**config.mk**
```make
export PLATFORM = sky130hd
export DESIGN_NAME = ahbl_cache_bridge
export DESIGN_NICKNAME = d
export VERILOG_FILES = /design/src/rtl/ahbl_cache_bridge.sv
export SDC_FILE = /design/constraint.sdc
export NUM_CORES = 1
export LEC_CHECK = 0
export ABC_AREA = 1
export BUFFER_PORTS_ARGS = -buffer_cell sky130_fd_sc_hd__buf_2
export CORE_MARGIN = 8
export CORE_UTILIZATION = 45
export DETAILED_ROUTE_END_ITERATION = 12
export HOLD_SLACK_MARGIN = 0.1
export PLACE_DENSITY = 0.89
export SYNTH_ARGS = -nofsm -noshare
export SYNTH_HDL_FRONTEND = slang
export SYNTH_SLANG_ARGS = --single-unit
```
**constraint.sdc**
```tcl
create_clock -name clk -period 2.44 [get_ports clk]
set_input_delay 0 -clock clk [delete_from_list [all_inputs] [get_ports clk]]
set_output_delay 0 -clock clk [all_outputs]
set_load 0.01 [all_outputs]
```
**src/rtl/ahbl_cache_bridge.sv**
```systemverilog
// AHB-Lite slave that turns each bus transfer into one single-cycle request to a cache
// controller. It inserts wait states while the cache is busy and answers illegal transfers
// with a two-cycle ERROR response.
module ahbl_cache_bridge #(
  parameter int unsigned ADDR_WIDTH = 23
) (
  input  logic        clk,
  input  logic        rst_x,
  input  logic [31:0] ahbls_haddr,
  input  logic [1:0]  ahbls_htrans,
  input  logic        ahbls_hwrite,
  input  logic [2:0]  ahbls_hsize,
  input  logic        ahbls_hready,
  input  logic [31:0] ahbls_hwdata,
  output logic        ahbls_hreadyout,
  output logic        ahbls_hresp,
  output logic [31:0] ahbls_hrdata,
  output logic        o_rd_en,
  output logic        o_wr_en,
  output logic [31:0] o_addr,
  output logic [31:0] o_data,
  output logic [3:0]  o_mask,
  input  logic [31:0] i_data,
  input  logic        i_busy,
  output logic [2:0]  o_state
);

  typedef enum logic [2:0] {
    StIdle = 3'd0,
    StReq  = 3'd1,
    StWait = 3'd2,
    StDone = 3'd3,
    StErr1 = 3'd4,
    StErr2 = 3'd5
  } state_e;

  // Bytes inside the cache window; anything with a bit set outside this mask is out of range.
  localparam logic [31:0] AddrMask =
      (ADDR_WIDTH >= 32) ? 32'hFFFF_FFFF : ((32'd1 << ADDR_WIDTH) - 32'd1);

  state_e      state_q, state_d;
  logic [31:0] addr_q, addr_d;
  logic        write_q, write_d;
  logic [3:0]  mask_q, mask_d;
  logic [31:0] hrdata_q, hrdata_d;

  logic [3:0]  req_mask;
  logic        size_ok;
  logic        addr_ok;
  logic        accept;
  logic        legal;

  // htrans[0] only separates SEQ from NONSEQ, which this slave treats identically.
  logic unused_htrans0;
  assign unused_htrans0 = ahbls_htrans[0];

  // Byte-lane mask and alignment check for the transfer in its address phase.
  always_comb begin
    req_mask = 4'b0000;
    size_ok  = 1'b0;
    case (ahbls_hsize)
      3'd0: begin
        req_mask = 4'b0001 << ahbls_haddr[1:0];
        size_ok  = 1'b1;
      end
      3'd1: begin
        req_mask = 4'b0011 << {ahbls_haddr[1], 1'b0};
        size_ok  = ~ahbls_haddr[0];
      end
      3'd2: begin
        req_mask = 4'b1111;
        size_ok  = (ahbls_haddr[1:0] == 2'b00);
      end
      default: begin
        req_mask = 4'b0000;
        size_ok  = 1'b0;
      end
    endcase
  end

  assign addr_ok = ((ahbls_haddr & ~AddrMask) == 32'd0);
  assign legal   = size_ok & addr_ok;
  assign accept  = ahbls_hready & ahbls_htrans[1];

  // Next-state, latched request fields and bus/cache handshake outputs.
  always_comb begin
    state_d         = state_q;
    addr_d          = addr_q;
    write_d         = write_q;
    mask_d          = mask_q;
    hrdata_d        = hrdata_q;
    ahbls_hreadyout = 1'b1;
    ahbls_hresp     = 1'b0;
    o_rd_en         = 1'b0;
    o_wr_en         = 1'b0;
    unique case (state_q)
      StIdle, StDone, StErr2: begin
        ahbls_hresp = (state_q == StErr2);
        state_d     = StIdle;
        if (accept) begin
          addr_d  = ahbls_haddr & AddrMask;
          write_d = ahbls_hwrite;
          mask_d  = req_mask;
          state_d = legal ? StReq : StErr1;
        end
      end
      StReq: begin
        ahbls_hreadyout = 1'b0;
        if (!i_busy) begin
          o_rd_en = ~write_q;
          o_wr_en = write_q;
          state_d = StWait;
        end
      end
      StWait: begin
        ahbls_hreadyout = 1'b0;
        if (!i_busy) begin
          if (!write_q) begin
            hrdata_d = i_data;
          end
          state_d = StDone;
        end
      end
      StErr1: begin
        ahbls_hreadyout = 1'b0;
        ahbls_hresp     = 1'b1;
        state_d         = StErr2;
      end
      default: begin
        state_d = StIdle;
      end
    endcase
  end

  // State and latched request registers; reset abandons any transfer in flight.
  always_ff @(posedge clk or negedge rst_x) begin
    if (!rst_x) begin
      state_q  <= StIdle;
      addr_q   <= 32'd0;
      write_q  <= 1'b0;
      mask_q   <= 4'b0000;
      hrdata_q <= 32'd0;
    end else begin
      state_q  <= state_d;
      addr_q   <= addr_d;
      write_q  <= write_d;
      mask_q   <= mask_d;
      hrdata_q <= hrdata_d;
    end
  end

  assign ahbls_hrdata = hrdata_q;
  assign o_addr       = addr_q;
  assign o_mask       = mask_q;
  assign o_data       = ahbls_hwdata;
  assign o_state      = state_q;

endmodule

```
Word level (Yosys, flattened, before mapping)
Cells that the tools add are included.
- input port bits: 106
- bits in registers: 63
- logic and storage cells: 43
- output and inout bits: 107
- reductions and logical operators: 9
- muxes and demuxes: 13
- eq/ne operators: 9
- bitwise operators: 5
- shift operators: 2
- operators by type and width (cell ; count):
    $logic_not A32 Y1 ; 1
    $mux W3 ; 4
    $pmux W3 S4 ; 1
    $pmux W4 S3 ; 1
    $eq A3 B2 Y1 const B ; 3
    $eq A3 B1 Y1 const B ; 2
    $eq A3 B3 Y1 const B ; 2
    $logic_not A3 Y1 ; 2
    $reduce_or A3 Y1 ; 2
    $mux W1 ; 5
    $ne A2 B2 Y1 const B ; 2
    $reduce_and A2 Y1 ; 2
    $shl A1 B2 Y4 const A ; 1
    $shl A2 B2 Y4 const A ; 1
    $not A1 Y1 ; 3
    $pmux W1 S3 ; 1
    $reduce_and A3 Y1 ; 1
    $and A1 B1 Y1 ; 2
    $logic_not A2 Y1 ; 1
    $pmux W1 S2 ; 1

Logic depth before layout (Yosys ltp)
Gate-level depths: netlist (run 1).
- word-level depth: 6
- depth in mapped cells: 9

Worst setup path after synthesis (run 1)
No wires, ideal clock.
- path kind: reg2reg
- from: reg state_q[0] (netlist: o_state[0])
- to: reg hrdata_q[24] (netlist: ahbls_hrdata[24])
- path buffers: 2
- required time: 2.322 ns
- slack: 1.000 ns
- arrival: 1.322 ns
- period minus slack after synthesis: 1.440 ns
- library setup time: 0.118 ns
- stages on the path, launching flop included: 8
- path through: dfrtp_1 > nor2_2 > nand2_1 > or3_1 > buf_6 > buf_6 > nand2_1 > o21ai_2
- longest elaborated chain between the ends: 2
- RTL lines (element ; RTL line ; source):
    start, declared ; 41 ; state_e state_q, state_d;
    start signal, assigned ; 138 ; state_q <= StIdle;
    start signal, assigned ; 144 ; state_q <= state_d;
    $eq A3 B2 Y1 ; 96 ; unique case (state_q)
    $reduce_and A3 Y1 (no line) ; - ;
    end signal, assigned ; 148 ; hrdata_q <= hrdata_d;
    end, declared ; 45 ; logic [31:0] hrdata_q, hrdata_d;
No other way between the ends.
A chain may end at the register's enable or synchronous reset.

Worst setup path after layout (run 1)
- from: in ahbls_haddr[24]
- to: reg state_q[0] (netlist: o_state[0])
- longest elaborated chain between the ends: 5
- RTL lines (element ; RTL line ; source):
    start, declared ; 9 ; input logic [31:0] ahbls_haddr,
    $logic_not A32 Y1 ; 81 ; assign addr_ok = ((ahbls_haddr & ~AddrMask) == 32'd0);
    $and A1 B1 Y1 ; 82 ; assign legal = size_ok & addr_ok;
    $mux W3 ; 104 ; state_d = legal ? StReq : StErr1;
    $mux W3 ; 100 ; if (accept) begin
    $pmux W3 S4 ; 96 ;
No other way between the ends.

==> run_summary.xml, run 1 <==
<?xml version="1.0" encoding="UTF-8"?>
<metrics>
  <group name="critical_path">
    <metric name="reg2reg_from" unit="">o_state[1]</metric>
    <metric name="setup.worst_path.class" unit="">input port to register</metric>
    <metric name="startpoint_type" unit="">input port</metric>
    <metric name="worst_ep_required" unit="ns">2.71</metric>
    <metric name="worst-endpoint-arrival" unit="ns">2.35</metric>
    <metric name="crit_path_max_fanout" unit="">2</metric>
    <metric name="critPathCaptureType" unit="">register</metric>
    <metric name="r2r-end" unit="">ahbls_hrdata[22]</metric>
    <metric name="worstRegToRegCells" unit="">7</metric>
    <metric name="regToRegSetupSlack" unit="ns">0.57</metric>
  </group>
  <group name="synthesis">
    <metric name="syn_area_per_cell" unit="sq um">8.68</metric>
    <metric name="post_synth_num_cell_types" unit="">17</metric>
    <metric name="ys_warn_count" unit="">0</metric>
    <metric name="synth-seq-area-share" unit="%">51.1</metric>
    <metric name="synthDominantCellAreaShare" unit="%">51.1</metric>
    <metric name="yosys.area.top_type" unit="">sky130_fd_sc_hd__dfrtp_1</metric>
    <metric name="ys_top_cells_by_area" unit="">sky130_fd_sc_hd__dfrtp_1, sky130_fd_sc_hd__nand2_1, sky130_fd_sc_hd__buf_4</metric>
    <metric name="syn_area" unit="sq mm">0.00308</metric>
    <metric name="synth-seq-cells" unit="">63</metric>
    <metric name="syn_inst" unit="">355</metric>
  </group>
  <group name="floorplan">
    <metric name="floorplan.die.height" unit="um">98.8</metric>
    <metric name="floorplan.initialDensity" unit="%">45.9</metric>
    <metric name="die_w" unit="um">98.8</metric>
    <metric name="std_cell_rows" unit="">30</metric>
    <metric name="die-area" unit="sq mm">0.00976</metric>
    <metric name="pin_count" unit="">213</metric>
    <metric name="fp.coreArea" unit="sq mm">0.00672</metric>
  </group>
  <group name="clocking">
    <metric name="clkSlewWorstSetupHoldPaths" unit="ns">0.07</metric>
    <metric name="clk_latency" unit="ns">0.33</metric>
    <metric name="clockRootBuffer" unit="">sky130_fd_sc_hd__clkbuf_8</metric>
    <metric name="cts_post_setup_buffers_inserted" unit="">0</metric>
    <metric name="cts_num_sinks" unit="">63</metric>
    <metric name="cts_htree_levels" unit="">3</metric>
    <metric name="tritoncts_clock_tree" unit="">yes</metric>
    <metric name="number_of_buffers_created_by_cts" unit="">9</metric>
    <metric name="max-clock-path-buffers" unit="">2</metric>
  </group>
  <group name="sta">
    <metric name="hold_violations" unit="">0</metric>
    <metric name="final_min_period_over_clock_period" unit="%">85.6</metric>
    <metric name="setup-violations-final" unit="">0</metric>
    <metric name="tightestPinTransition" unit="ns">0.883</metric>
    <metric name="fmaxAchievable" unit="GHz">0.479</metric>
    <metric name="finalCriticalPeriod" unit="ns">2.09</metric>
    <metric name="clock_skew" unit="ns">0.00890</metric>
    <metric name="grt_setup_unrepaired" unit="">false</metric>
    <metric name="final-max-slew-violation-count" unit="">0</metric>
    <metric name="max-slew-margin-rel" unit="%">41.1</metric>
    <metric name="setup_tns" unit="ns">0</metric>
  </group>
  <group name="finish">
    <metric name="area_taken_by_flip_flops_and_latches" unit="sq mm">0.00158</metric>
    <metric name="multiInputGateArea" unit="sq um">961</metric>
    <metric name="area_growth" unit="%">51.0</metric>
    <metric name="final_net_count" unit="">663</metric>
    <metric name="final_cell_area" unit="sq mm">0.00466</metric>
    <metric name="drive_above_1_share" unit="%">34.5</metric>
    <metric name="filler_cell_count" unit="">484</metric>
  </group>
  <group name="pwr">
    <metric name="power_density" unit="mW/mm^2">986</metric>
    <metric name="seq_power_share" unit="%">39.3</metric>
    <metric name="combinationalPowerShare" unit="%">42.0</metric>
    <metric name="share_clk_of_total_power" unit="%">18.8</metric>
    <metric name="intPower" unit="mW">2.81</metric>
    <metric name="power_switching" unit="mW">1.78</metric>
    <metric name="max_ir_drop_vdd" unit="mV">0.568</metric>
    <metric name="power.share.switching" unit="%">38.9</metric>
    <metric name="p_leak" unit="nW">2.63</metric>
    <metric name="post-layout-total-power" unit="mW">4.59</metric>
  </group>
  <group name="outcome">
    <metric name="run_status" unit="">completed</metric>
  </group>
  <group name="global_route">
    <metric name="grt_pass1_vias" unit="">3239</metric>
    <metric name="globalRouteTotalUtil" unit="%">20.2</metric>
    <metric name="globalRoute.busiestLayer" unit="">met2</metric>
    <metric name="grt_max_degree" unit="">65</metric>
    <metric name="grt_pass1_wl" unit="um">15800</metric>
    <metric name="gr-usage-met3" unit="%">7.26</metric>
    <metric name="overflow" unit="">0</metric>
    <metric name="grt_antenna_before_repair" unit="">2</metric>
    <metric name="grt_util_met1" unit="%">20.4</metric>
    <metric name="grt.met2_usage" unit="%">36.9</metric>
  </group>
  <group name="placed_design">
    <metric name="io_buffers" unit="">138</metric>
    <metric name="globalplace.congestion" unit="">0.814</metric>
    <metric name="place_area" unit="sq mm">0.00353</metric>
    <metric name="detailed_place_hpwl" unit="um">5890</metric>
  </group>
  <group name="worst_hold_path">
    <metric name="worst_hold_path_type" unit="">input port to register</metric>
    <metric name="hold_start" unit="">ahbls_haddr[27]</metric>
    <metric name="min_path_cells" unit="">7</metric>
    <metric name="timing.hold.worst_endpoint" unit="">o_state[2]</metric>
  </group>
  <group name="detailed_routing">
    <metric name="drt_first_pass_iters" unit="">4</metric>
    <metric name="drc" unit="">0</metric>
    <metric name="routed_via_density" unit="">4.58</metric>
    <metric name="drt_wl_total" unit="um">9900</metric>
    <metric name="drt_iter0_markers" unit="">49</metric>
    <metric name="vias_post_dr" unit="">2950</metric>
    <metric name="avgRoutedWirePerCell" unit="um">15.4</metric>
    <metric name="drtAntennaViolNets" unit="">0</metric>
  </group>
  <group name="job">
    <metric name="max_cap_violations" unit="">0</metric>
  </group>
</metrics>
[metal layers]
layer  share of wire [%]  up-vias
met4                 1.6        0
met5                   0        -
met2                  53      130
met3                 7.8       15
met1                  37     1379
li1                    -     1426
[layout by cell type (no fill, tap or decap), drive strengths merged]
cell	count
dlygate4sd3	93
nand3	5
o21ai	44
clkinvlp	1
bufinv	1
clkinv	4
buf	143
diode	2
conb	9
nand2	126
inv	44
nor3	3
dfrtp	63
clkbuf	10
nor2	15
or3	1
[stage by stage]
stage | instances | worst slack, ns | utilization (%) | hold WS (ns)
after global placement | 533 | 0.696 | 52.6 | 0.0000686
after CTS | 642 | 0.484 | 69.2 | 0.128
after floorplan | 363 | 1.00 | - | -0.296
after detailed placement | 533 | 0.610 | 52.6 | 0.0000686
final | 644 | 0.352 | 69.3 | 0.138
after global routing | 644 | 0.260 | 69.3 | 0.164
[layout make-up]
class | count | share of cell area, %
tap | 80 | 2.15
sequential | 63 | 33.9
antenna | 2 | 0.107
clock buffer | 10 | 2.74
clock inverter | 6 | 1.32
timing repair buffer | 236 | 35.6
multi-input combinational | 203 | 20.6
inverter | 44 | 3.55
[state kept, by name, summed over array words and instances (netlist names)]
| register | cells |
|---|---|
| o_mask | 4 |
| o_state | 3 |
| write_q | 1 |
| o_addr | 23 |
| ahbls_hrdata | 32 |
[synth_stat cells (all sizes together)]
cell,instances
conb,1
nor3,3
inv,44
o21ai,44
or3,1
dfrtp,63
nor2,15
nand3,5
buf,53
nand2,126
[cells by family after synthesis]
logic type / after synthesis / share of synthesized area (%)
simple gates: 150 / 19.0
buf+inv: 97 / 18.7
compound gates: 44 / 11.0
other cells: 1 / 0.122
flops: 63 / 51.1
[critical path, stage by stage]
cell and delay, ns:
sky130_fd_sc_hd__dlygate4sd3_1 0.54, sky130_fd_sc_hd__buf_2 0.12, sky130_fd_sc_hd__nor2_1 0.11, sky130_fd_sc_hd__dlygate4sd3_1 0.58
sky130_fd_sc_hd__nand3_1 0.06, sky130_fd_sc_hd__dlygate4sd3_1 0.55, sky130_fd_sc_hd__nor2_1 0.16, sky130_fd_sc_hd__nand2_1 0.07
sky130_fd_sc_hd__nand2_1 0.06, sky130_fd_sc_hd__nand2_1 0.04, sky130_fd_sc_hd__nand2_1 0.05
[power by group through the flow]
stage	Sequential, mW	Combinational [mW]	Clock, mW
after global placement	1.77	1.73	0
final	1.80	1.93	0.861
after detailed placement	1.79	1.79	0
after global routing	1.86	2.14	0.932
after floorplan	2.02	0.856	0
after CTS	1.78	1.93	0.887
[how the worst max path moves through the flow]
stage                               start               end  slack (ns)  depth (start not counted)
after floorplan                o_state[0]  ahbls_hrdata[24]        1.00                          7
after global placement         o_state[1]  ahbls_hrdata[27]        0.70                          7
after detailed placement       o_state[1]   ahbls_hrdata[4]        0.61                          7
after CTS                 ahbls_haddr[24]        o_state[0]        0.48                         11
after global routing      ahbls_haddr[24]        o_state[0]        0.26                         11
final                     ahbls_haddr[24]        o_state[0]        0.35                         11
[repair_timing]
| item | in CTS | in global routing |
|---|---|---|
| endpoints found under the setup margin | 0 | 0 |
| hold buffers | 93 | 0 |
| gates resized for setup | 0 | 0 |
| endpoints found under the hold margin | 132 | 0 |
Note: power is estimated with default switching activity, not from simulation.
==> run 2, diff against run 1 <==
Settings changed: CORE_MARGIN 8 to 2.
==> run_summary.xml, run 2 (synthesis results as in run 1) <==
<?xml version="1.0" encoding="UTF-8"?>
<metrics>
  <group name="outcome">
    <metric name="run_status" unit="">completed</metric>
  </group>
  <group name="critical_path">
    <metric name="worstRegToRegCells" unit="">7</metric>
    <metric name="crit_path_max_fanout" unit="">2</metric>
    <metric name="setup.worst_path.class" unit="">input port to register</metric>
    <metric name="worst-endpoint-arrival" unit="ns">2.31</metric>
    <metric name="critPathCaptureType" unit="">register</metric>
    <metric name="startpoint_type" unit="">input port</metric>
    <metric name="worst_ep_required" unit="ns">2.70</metric>
  </group>
  <group name="pwr">
    <metric name="post-layout-total-power" unit="mW">4.55</metric>
    <metric name="power_density" unit="mW/mm^2">980</metric>
    <metric name="p_leak" unit="nW">2.63</metric>
    <metric name="max_ir_drop_vdd" unit="mV">0.598</metric>
  </group>
  <group name="finish">
    <metric name="final_cell_area" unit="sq mm">0.00464</metric>
    <metric name="area_growth" unit="%">50.6</metric>
    <metric name="most-common-layout-cells" unit="">sky130_fd_sc_hd__buf_2, sky130_fd_sc_hd__nand2_1, sky130_fd_sc_hd__dlygate4sd3_1, sky130_fd_sc_hd__dfrtp_1, sky130_fd_sc_hd__inv_1</metric>
    <metric name="drive_above_1_share" unit="%">34.2</metric>
    <metric name="diodes" unit="">0</metric>
    <metric name="most_common_cell_after_layout_fill_and_taps_aside" unit="">sky130_fd_sc_hd__buf_2</metric>
    <metric name="largest_reg_flops" unit="">32</metric>
    <metric name="post-route-util" unit="%">69.1</metric>
    <metric name="final_net_count" unit="">662</metric>
  </group>
  <group name="floorplan">
    <metric name="die-area" unit="sq mm">0.00753</metric>
    <metric name="fp.coreArea" unit="sq mm">0.00672</metric>
    <metric name="std_cell_rows" unit="">30</metric>
    <metric name="pin_count" unit="">213</metric>
    <metric name="floorplan.die.height" unit="um">86.8</metric>
    <metric name="floorplan.initialDensity" unit="%">45.9</metric>
    <metric name="die_w" unit="um">86.8</metric>
  </group>
  <group name="detailed_routing">
    <metric name="drt_wl_total" unit="um">8440</metric>
    <metric name="drt_first_pass_iters" unit="">4</metric>
    <metric name="vias_post_dr" unit="">2950</metric>
    <metric name="avgRoutedWirePerCell" unit="um">13.2</metric>
    <metric name="drtAntennaViolNets" unit="">0</metric>
    <metric name="drc" unit="">0</metric>
    <metric name="drt_iter0_markers" unit="">122</metric>
    <metric name="routed_via_density" unit="">4.60</metric>
  </group>
  <group name="placed_design">
    <metric name="io_buffers" unit="">138</metric>
    <metric name="detailed_place_hpwl" unit="um">4870</metric>
    <metric name="place_area" unit="sq mm">0.00352</metric>
    <metric name="globalplace.congestion" unit="">0.802</metric>
  </group>
  <group name="global_route">
    <metric name="globalRouteTotalUtil" unit="%">23.1</metric>
    <metric name="grt_util_met1" unit="%">25.4</metric>
    <metric name="grt_max_degree" unit="">65</metric>
    <metric name="grt_pass1_wl" unit="um">13400</metric>
    <metric name="globalRoute.busiestLayer" unit="">met2</metric>
    <metric name="grt.met2_usage" unit="%">42.4</metric>
    <metric name="gr-usage-met3" unit="%">4.86</metric>
    <metric name="grt_antenna_before_repair" unit="">0</metric>
    <metric name="overflow" unit="">0</metric>
    <metric name="grt_pass1_vias" unit="">2941</metric>
  </group>
  <group name="clocking">
    <metric name="clk_latency" unit="ns">0.33</metric>
    <metric name="cts_post_setup_buffers_inserted" unit="">0</metric>
    <metric name="clkSlewWorstSetupHoldPaths" unit="ns">0.06</metric>
    <metric name="max-clock-path-buffers" unit="">2</metric>
    <metric name="number_of_buffers_created_by_cts" unit="">9</metric>
    <metric name="cts_num_sinks" unit="">63</metric>
    <metric name="clockRootBuffer" unit="">sky130_fd_sc_hd__clkbuf_8</metric>
    <metric name="cts_htree_levels" unit="">3</metric>
    <metric name="tritoncts_clock_tree" unit="">yes</metric>
  </group>
  <group name="sta">
    <metric name="final-max-slew-violation-count" unit="">0</metric>
    <metric name="clock_skew" unit="ns">0.00709</metric>
    <metric name="grt_setup_unrepaired" unit="">false</metric>
    <metric name="final_min_period_over_clock_period" unit="%">83.9</metric>
    <metric name="worst_hold_slack" unit="ns">0.125</metric>
    <metric name="tightestPinTransition" unit="ns">0.760</metric>
    <metric name="max-slew-margin-rel" unit="%">49.4</metric>
    <metric name="finalCriticalPeriod" unit="ns">2.05</metric>
    <metric name="setup-violations-final" unit="">0</metric>
    <metric name="setup_tns" unit="ns">0</metric>
    <metric name="hold_violations" unit="">0</metric>
    <metric name="fmaxAchievable" unit="GHz">0.488</metric>
  </group>
  <group name="worst_hold_path">
    <metric name="worst_hold_path_type" unit="">input port to register</metric>
    <metric name="min_path_cells" unit="">6</metric>
  </group>
  <group name="job">
    <metric name="max_cap_violations" unit="">0</metric>
  </group>
</metrics>
[run 2: cell count changes in the layout (fill, tap and decap cells not counted), sizes merged]
cell / delta
buf: -1
clkinvlp: -1
diode: -2
clkbuf: +2
clkinv: -1
[run 2: worst max-delay path: stages]
cell                            delay [ns]
sky130_fd_sc_hd__dlygate4sd3_1        0.53
sky130_fd_sc_hd__buf_2                0.13
sky130_fd_sc_hd__nor2_1               0.07
sky130_fd_sc_hd__dlygate4sd3_1        0.55
sky130_fd_sc_hd__nand3_1              0.07
sky130_fd_sc_hd__dlygate4sd3_1        0.57
sky130_fd_sc_hd__nor2_1               0.17
sky130_fd_sc_hd__nand2_1              0.07
sky130_fd_sc_hd__nand2_1              0.06
sky130_fd_sc_hd__nand2_1              0.04
sky130_fd_sc_hd__nand2_1              0.05
[run 2: what timing repair did]
action / 4_1_cts / 5_1_grt
endpoints found under the hold margin: 126 / 0
hold buffers: 93 / 0
gates resized for setup: 0 / 0
[run 2: final timing paths]
check,startpoint,endpoint,slack (ns)
setup / recovery,ahbls_haddr[24],o_state[0],0.39
hold / removal,ahbls_hready,o_addr[4],0.12
setup reg to reg,o_state[1],ahbls_hrdata[1],0.58
hold reg to reg,o_addr[2],o_addr[2],0.47
max in group asynchronous,rst_x,ahbls_hrdata[6],1.28
min in group asynchronous,rst_x,ahbls_hrdata[19],0.27
[run 2: layout make-up]
cell class                      count  area (sq um)
Fill cell                         504          2070
Sequential cell                    63          1580
Tap cell                           80           100
Clock inverter                      4          45.0
Clock buffer                       12           145
Timing Repair Buffer              235          1650
Multi-Input combinational cell    203           961
Inverter                           44           165
[run 2: power breakdown]
group          total (mW)  leakage [nW]  internal, mW  switching, mW
Combinational        1.87          1.74         0.809           1.07
Sequential           1.81         0.793          1.53          0.285
Clock               0.867         0.100         0.495          0.372
[run 2: routing by layer]
layer	wire, um	vias up
met2	4630	144
met4	232	0
met1	2990	1359
li1	-	1423
met5	0	-
met3	582	24
[run 2: metrics by stage]
stage / setup WS (ns) / cells
after floorplan: 1.00 / 363
after global placement: 0.698 / 532
after detailed placement: 0.640 / 532
after CTS: 0.469 / 641
after global routing: 0.315 / 641
final: 0.392 / 641
==> run 3, diff against run 2 <==
Settings changed: ABC_AREA 1 to 0, CORE_UTILIZATION 45 to 41, PLACE_DENSITY 0.89 to 0.83.
Clock period 2.44 ns to 2 ns, I/O delays scaled along.
==> run_summary.xml, run 3 <==
<?xml version="1.0" encoding="UTF-8"?>
<metrics>
  <group name="outcome">
    <metric name="run_status" unit="">completed</metric>
  </group>
  <group name="synthesis">
    <metric name="syn_area" unit="sq mm">0.00306</metric>
    <metric name="synthDominantCellAreaShare" unit="%">51.4</metric>
    <metric name="synth-seq-cells" unit="">63</metric>
    <metric name="compound_cell_area_share_of_the_yosys_netlist" unit="%">3.80</metric>
    <metric name="ys_warn_count" unit="">0</metric>
    <metric name="async_reset_ff_share" unit="%">100</metric>
    <metric name="synth_simple_gate_area_share" unit="%">5.68</metric>
    <metric name="synth.mux.area_fraction" unit="%">24.3</metric>
    <metric name="post-synth-top-count-cell" unit="">sky130_fd_sc_hd__dfrtp_1</metric>
    <metric name="synth-seq-area-share" unit="%">51.4</metric>
    <metric name="synth_edf_count" unit="">0</metric>
    <metric name="syn_area_per_cell" unit="sq um">13.7</metric>
    <metric name="ys_top_cells_by_area" unit="">sky130_fd_sc_hd__dfrtp_1, sky130_fd_sc_hd__mux2_4, sky130_fd_sc_hd__buf_4</metric>
    <metric name="ys_top_cells_by_count" unit="">sky130_fd_sc_hd__dfrtp_1, sky130_fd_sc_hd__buf_4, sky130_fd_sc_hd__mux2_4</metric>
    <metric name="synth_xor_xnor_area_share" unit="%">0.531</metric>
    <metric name="yosys.area.top_type" unit="">sky130_fd_sc_hd__dfrtp_1</metric>
    <metric name="syn_inst" unit="">223</metric>
    <metric name="adder_cell_fraction_of_synth_area" unit="%">0</metric>
    <metric name="synth_top_flop_cell" unit="">sky130_fd_sc_hd__dfrtp_1</metric>
    <metric name="post_synth_num_cell_types" unit="">32</metric>
    <metric name="synth_top_family_by_area" unit="">multiplexers</metric>
  </group>
  <group name="sta">
    <metric name="clock_skew" unit="ns">0.00553</metric>
    <metric name="final_min_period_over_clock_period" unit="%">88.4</metric>
    <metric name="setup_tns" unit="ns">0</metric>
    <metric name="hold_violations" unit="">0</metric>
    <metric name="max-slew-margin-rel" unit="%">58.7</metric>
    <metric name="grt_setup_unrepaired" unit="">false</metric>
    <metric name="finalCriticalPeriod" unit="ns">1.77</metric>
    <metric name="post-route-worst-setup-slack" unit="ns">0.232</metric>
    <metric name="setup-violations-final" unit="">0</metric>
    <metric name="fmaxAchievable" unit="GHz">0.565</metric>
    <metric name="final-max-slew-violation-count" unit="">0</metric>
    <metric name="tightestPinTransition" unit="ns">0.619</metric>
    <metric name="worst_hold_slack" unit="ns">0.0700</metric>
  </group>
  <group name="critical_path">
    <metric name="crit_path_max_fanout" unit="">31</metric>
    <metric name="startpoint_type" unit="">register</metric>
    <metric name="worst-endpoint-arrival" unit="ns">1.98</metric>
    <metric name="setup.worst_path.class" unit="">register to register</metric>
    <metric name="critPathCaptureType" unit="">register</metric>
    <metric name="worst_ep_required" unit="ns">2.21</metric>
    <metric name="worstRegToRegCells" unit="">4</metric>
  </group>
  <group name="global_route">
    <metric name="grt_pass1_vias" unit="">2612</metric>
    <metric name="globalRouteTotalUtil" unit="%">20.6</metric>
    <metric name="overflow" unit="">0</metric>
    <metric name="grt_antenna_before_repair" unit="">0</metric>
    <metric name="grt_max_degree" unit="">39</metric>
    <metric name="grt_pass1_wl" unit="um">13200</metric>
  </group>
  <group name="placed_design">
    <metric name="dp_cells" unit="">423</metric>
    <metric name="detailed_place_hpwl" unit="um">4660</metric>
    <metric name="io_buffers" unit="">138</metric>
    <metric name="place_area" unit="sq mm">0.00356</metric>
    <metric name="detailedPlace.worstSlack" unit="ns">0.241</metric>
    <metric name="globalplace.congestion" unit="">0.732</metric>
  </group>
  <group name="clocking">
    <metric name="max-clock-path-buffers" unit="">2</metric>
    <metric name="clockRootBuffer" unit="">sky130_fd_sc_hd__clkbuf_8</metric>
    <metric name="cts_htree_levels" unit="">3</metric>
    <metric name="clk_latency" unit="ns">0.33</metric>
    <metric name="clkSlewWorstSetupHoldPaths" unit="ns">0.07</metric>
    <metric name="cts_num_sinks" unit="">63</metric>
    <metric name="tritoncts_clock_tree" unit="">yes</metric>
    <metric name="cts_post_setup_buffers_inserted" unit="">0</metric>
    <metric name="number_of_buffers_created_by_cts" unit="">9</metric>
  </group>
  <group name="floorplan">
    <metric name="floorplan.die.height" unit="um">90.5</metric>
    <metric name="die_w" unit="um">90.5</metric>
    <metric name="std_cell_rows" unit="">31</metric>
    <metric name="floorplan.initialDensity" unit="%">42.2</metric>
    <metric name="fp.coreArea" unit="sq mm">0.00725</metric>
    <metric name="pin_count" unit="">213</metric>
    <metric name="die-area" unit="sq mm">0.00818</metric>
  </group>
  <group name="detailed_routing">
    <metric name="drt_iter0_markers" unit="">51</metric>
    <metric name="avgRoutedWirePerCell" unit="um">15.5</metric>
    <metric name="routed_via_density" unit="">4.61</metric>
    <metric name="drt_wl_total" unit="um">8380</metric>
    <metric name="drc" unit="">0</metric>
    <metric name="drt_first_pass_iters" unit="">4</metric>
    <metric name="drtAntennaViolNets" unit="">0</metric>
    <metric name="vias_post_dr" unit="">2487</metric>
  </group>
  <group name="finish">
    <metric name="area_growth" unit="%">55.3</metric>
    <metric name="drive_above_1_share" unit="%">47.7</metric>
    <metric name="final_net_count" unit="">541</metric>
    <metric name="post-route-util" unit="%">65.6</metric>
    <metric name="diodes" unit="">0</metric>
    <metric name="final_cell_area" unit="sq mm">0.00476</metric>
    <metric name="instances_no_fill" unit="">539</metric>
    <metric name="most_common_cell_after_layout_fill_and_taps_aside" unit="">sky130_fd_sc_hd__buf_2</metric>
    <metric name="largest_reg_flops" unit="">32</metric>
    <metric name="most-common-layout-cells" unit="">sky130_fd_sc_hd__buf_2, sky130_fd_sc_hd__dlygate4sd3_1, sky130_fd_sc_hd__dfrtp_1, sky130_fd_sc_hd__mux2_4, sky130_fd_sc_hd__mux2_2</metric>
  </group>
  <group name="worst_hold_path">
    <metric name="worst_hold_path_type" unit="">input port to register</metric>
    <metric name="min_path_cells" unit="">5</metric>
  </group>
  <group name="pwr">
    <metric name="power_density" unit="mW/mm^2">1260</metric>
    <metric name="p_leak" unit="nW">2.34</metric>
    <metric name="max_ir_drop_vdd" unit="mV">0.762</metric>
    <metric name="post-layout-total-power" unit="mW">6.01</metric>
  </group>
  <group name="job">
    <metric name="max_cap_violations" unit="">0</metric>
  </group>
</metrics>
[run 3: changes by cell type after synthesis, sizes merged, moves of 3 or more]
cell    previous run  this run
buf               53        49
inv               44         6
nor2              15        10
nand2            126         3
nand2b             0         3
mux2               0        56
nor4               0         3
o21ai             44         5
a21oi              0         5
[run 3: what timing repair did]
item,CTS,global route
hold buffers,97,4
endpoints found under the hold margin,120,1
resized for setup,0,2
endpoints found under the setup margin,0,1
[run 3: where the power goes]
part / switching (mW) / total (mW) / internal (mW)
Combinational: 1.17 / 2.63 / 1.47
Clock: 0.479 / 1.05 / 0.571
Sequential: 0.415 / 2.33 / 1.91
Total: 2.06 / 6.01 / 3.95
[run 3: critical path: stages (launching register included)]
cell and delay [ns]:
sky130_fd_sc_hd__dfrtp_1 0.50, sky130_fd_sc_hd__nand4bb_1 0.31, sky130_fd_sc_hd__o22ai_4 0.22, sky130_fd_sc_hd__buf_12 0.24, sky130_fd_sc_hd__mux2_2 0.36
[run 3: kinds of logic (layout without fill, tap and decap cells)]
group,after synthesis,in the layout
AOI/OAI and AO/OA,17,17
xor gates and xnor gates,1,1
buffers and inverters,55,264
DFF,63,63
muxes,56,56
other,1,9
and+or+nand+nor,30,30
[run 3: path summary, 6_finish.rpt]
path / endpoint / startpoint / slack (ns)
min reg2reg: ahbls_hrdata[27] / ahbls_hrdata[27] / 0.48
min in group asynchronous: ahbls_hrdata[30] / rst_x / 0.22
max in group asynchronous: o_addr[7] / rst_x / 1.16
min: o_state[2] / ahbls_haddr[28] / 0.07
max: o_addr[22] / o_state[1] / 0.23
max reg2reg: o_addr[22] / o_state[1] / 0.23
[run 3: final cells by class]
| type | instances | area [sq um] |
|---|---|---|
| fill | 520 | 2490 |
| sequential | 63 | 1580 |
| inverter | 6 | 22.5 |
| timing repair buffer | 242 | 1760 |
| tap | 99 | 124 |
| clock buffer | 10 | 128 |
| clock inverter | 6 | 61.3 |
| multi-input combinational | 113 | 1090 |
[run 3: routing by layer]
| layer | track usage (%) | routed length (um) |
|---|---|---|
| met3 | 5.59 | 522 |
| met5 | 0 | 0 |
| met1 | 21.1 | 3020 |
| met4 | 8.72 | 195 |
| met2 | 39.0 | 4640 |
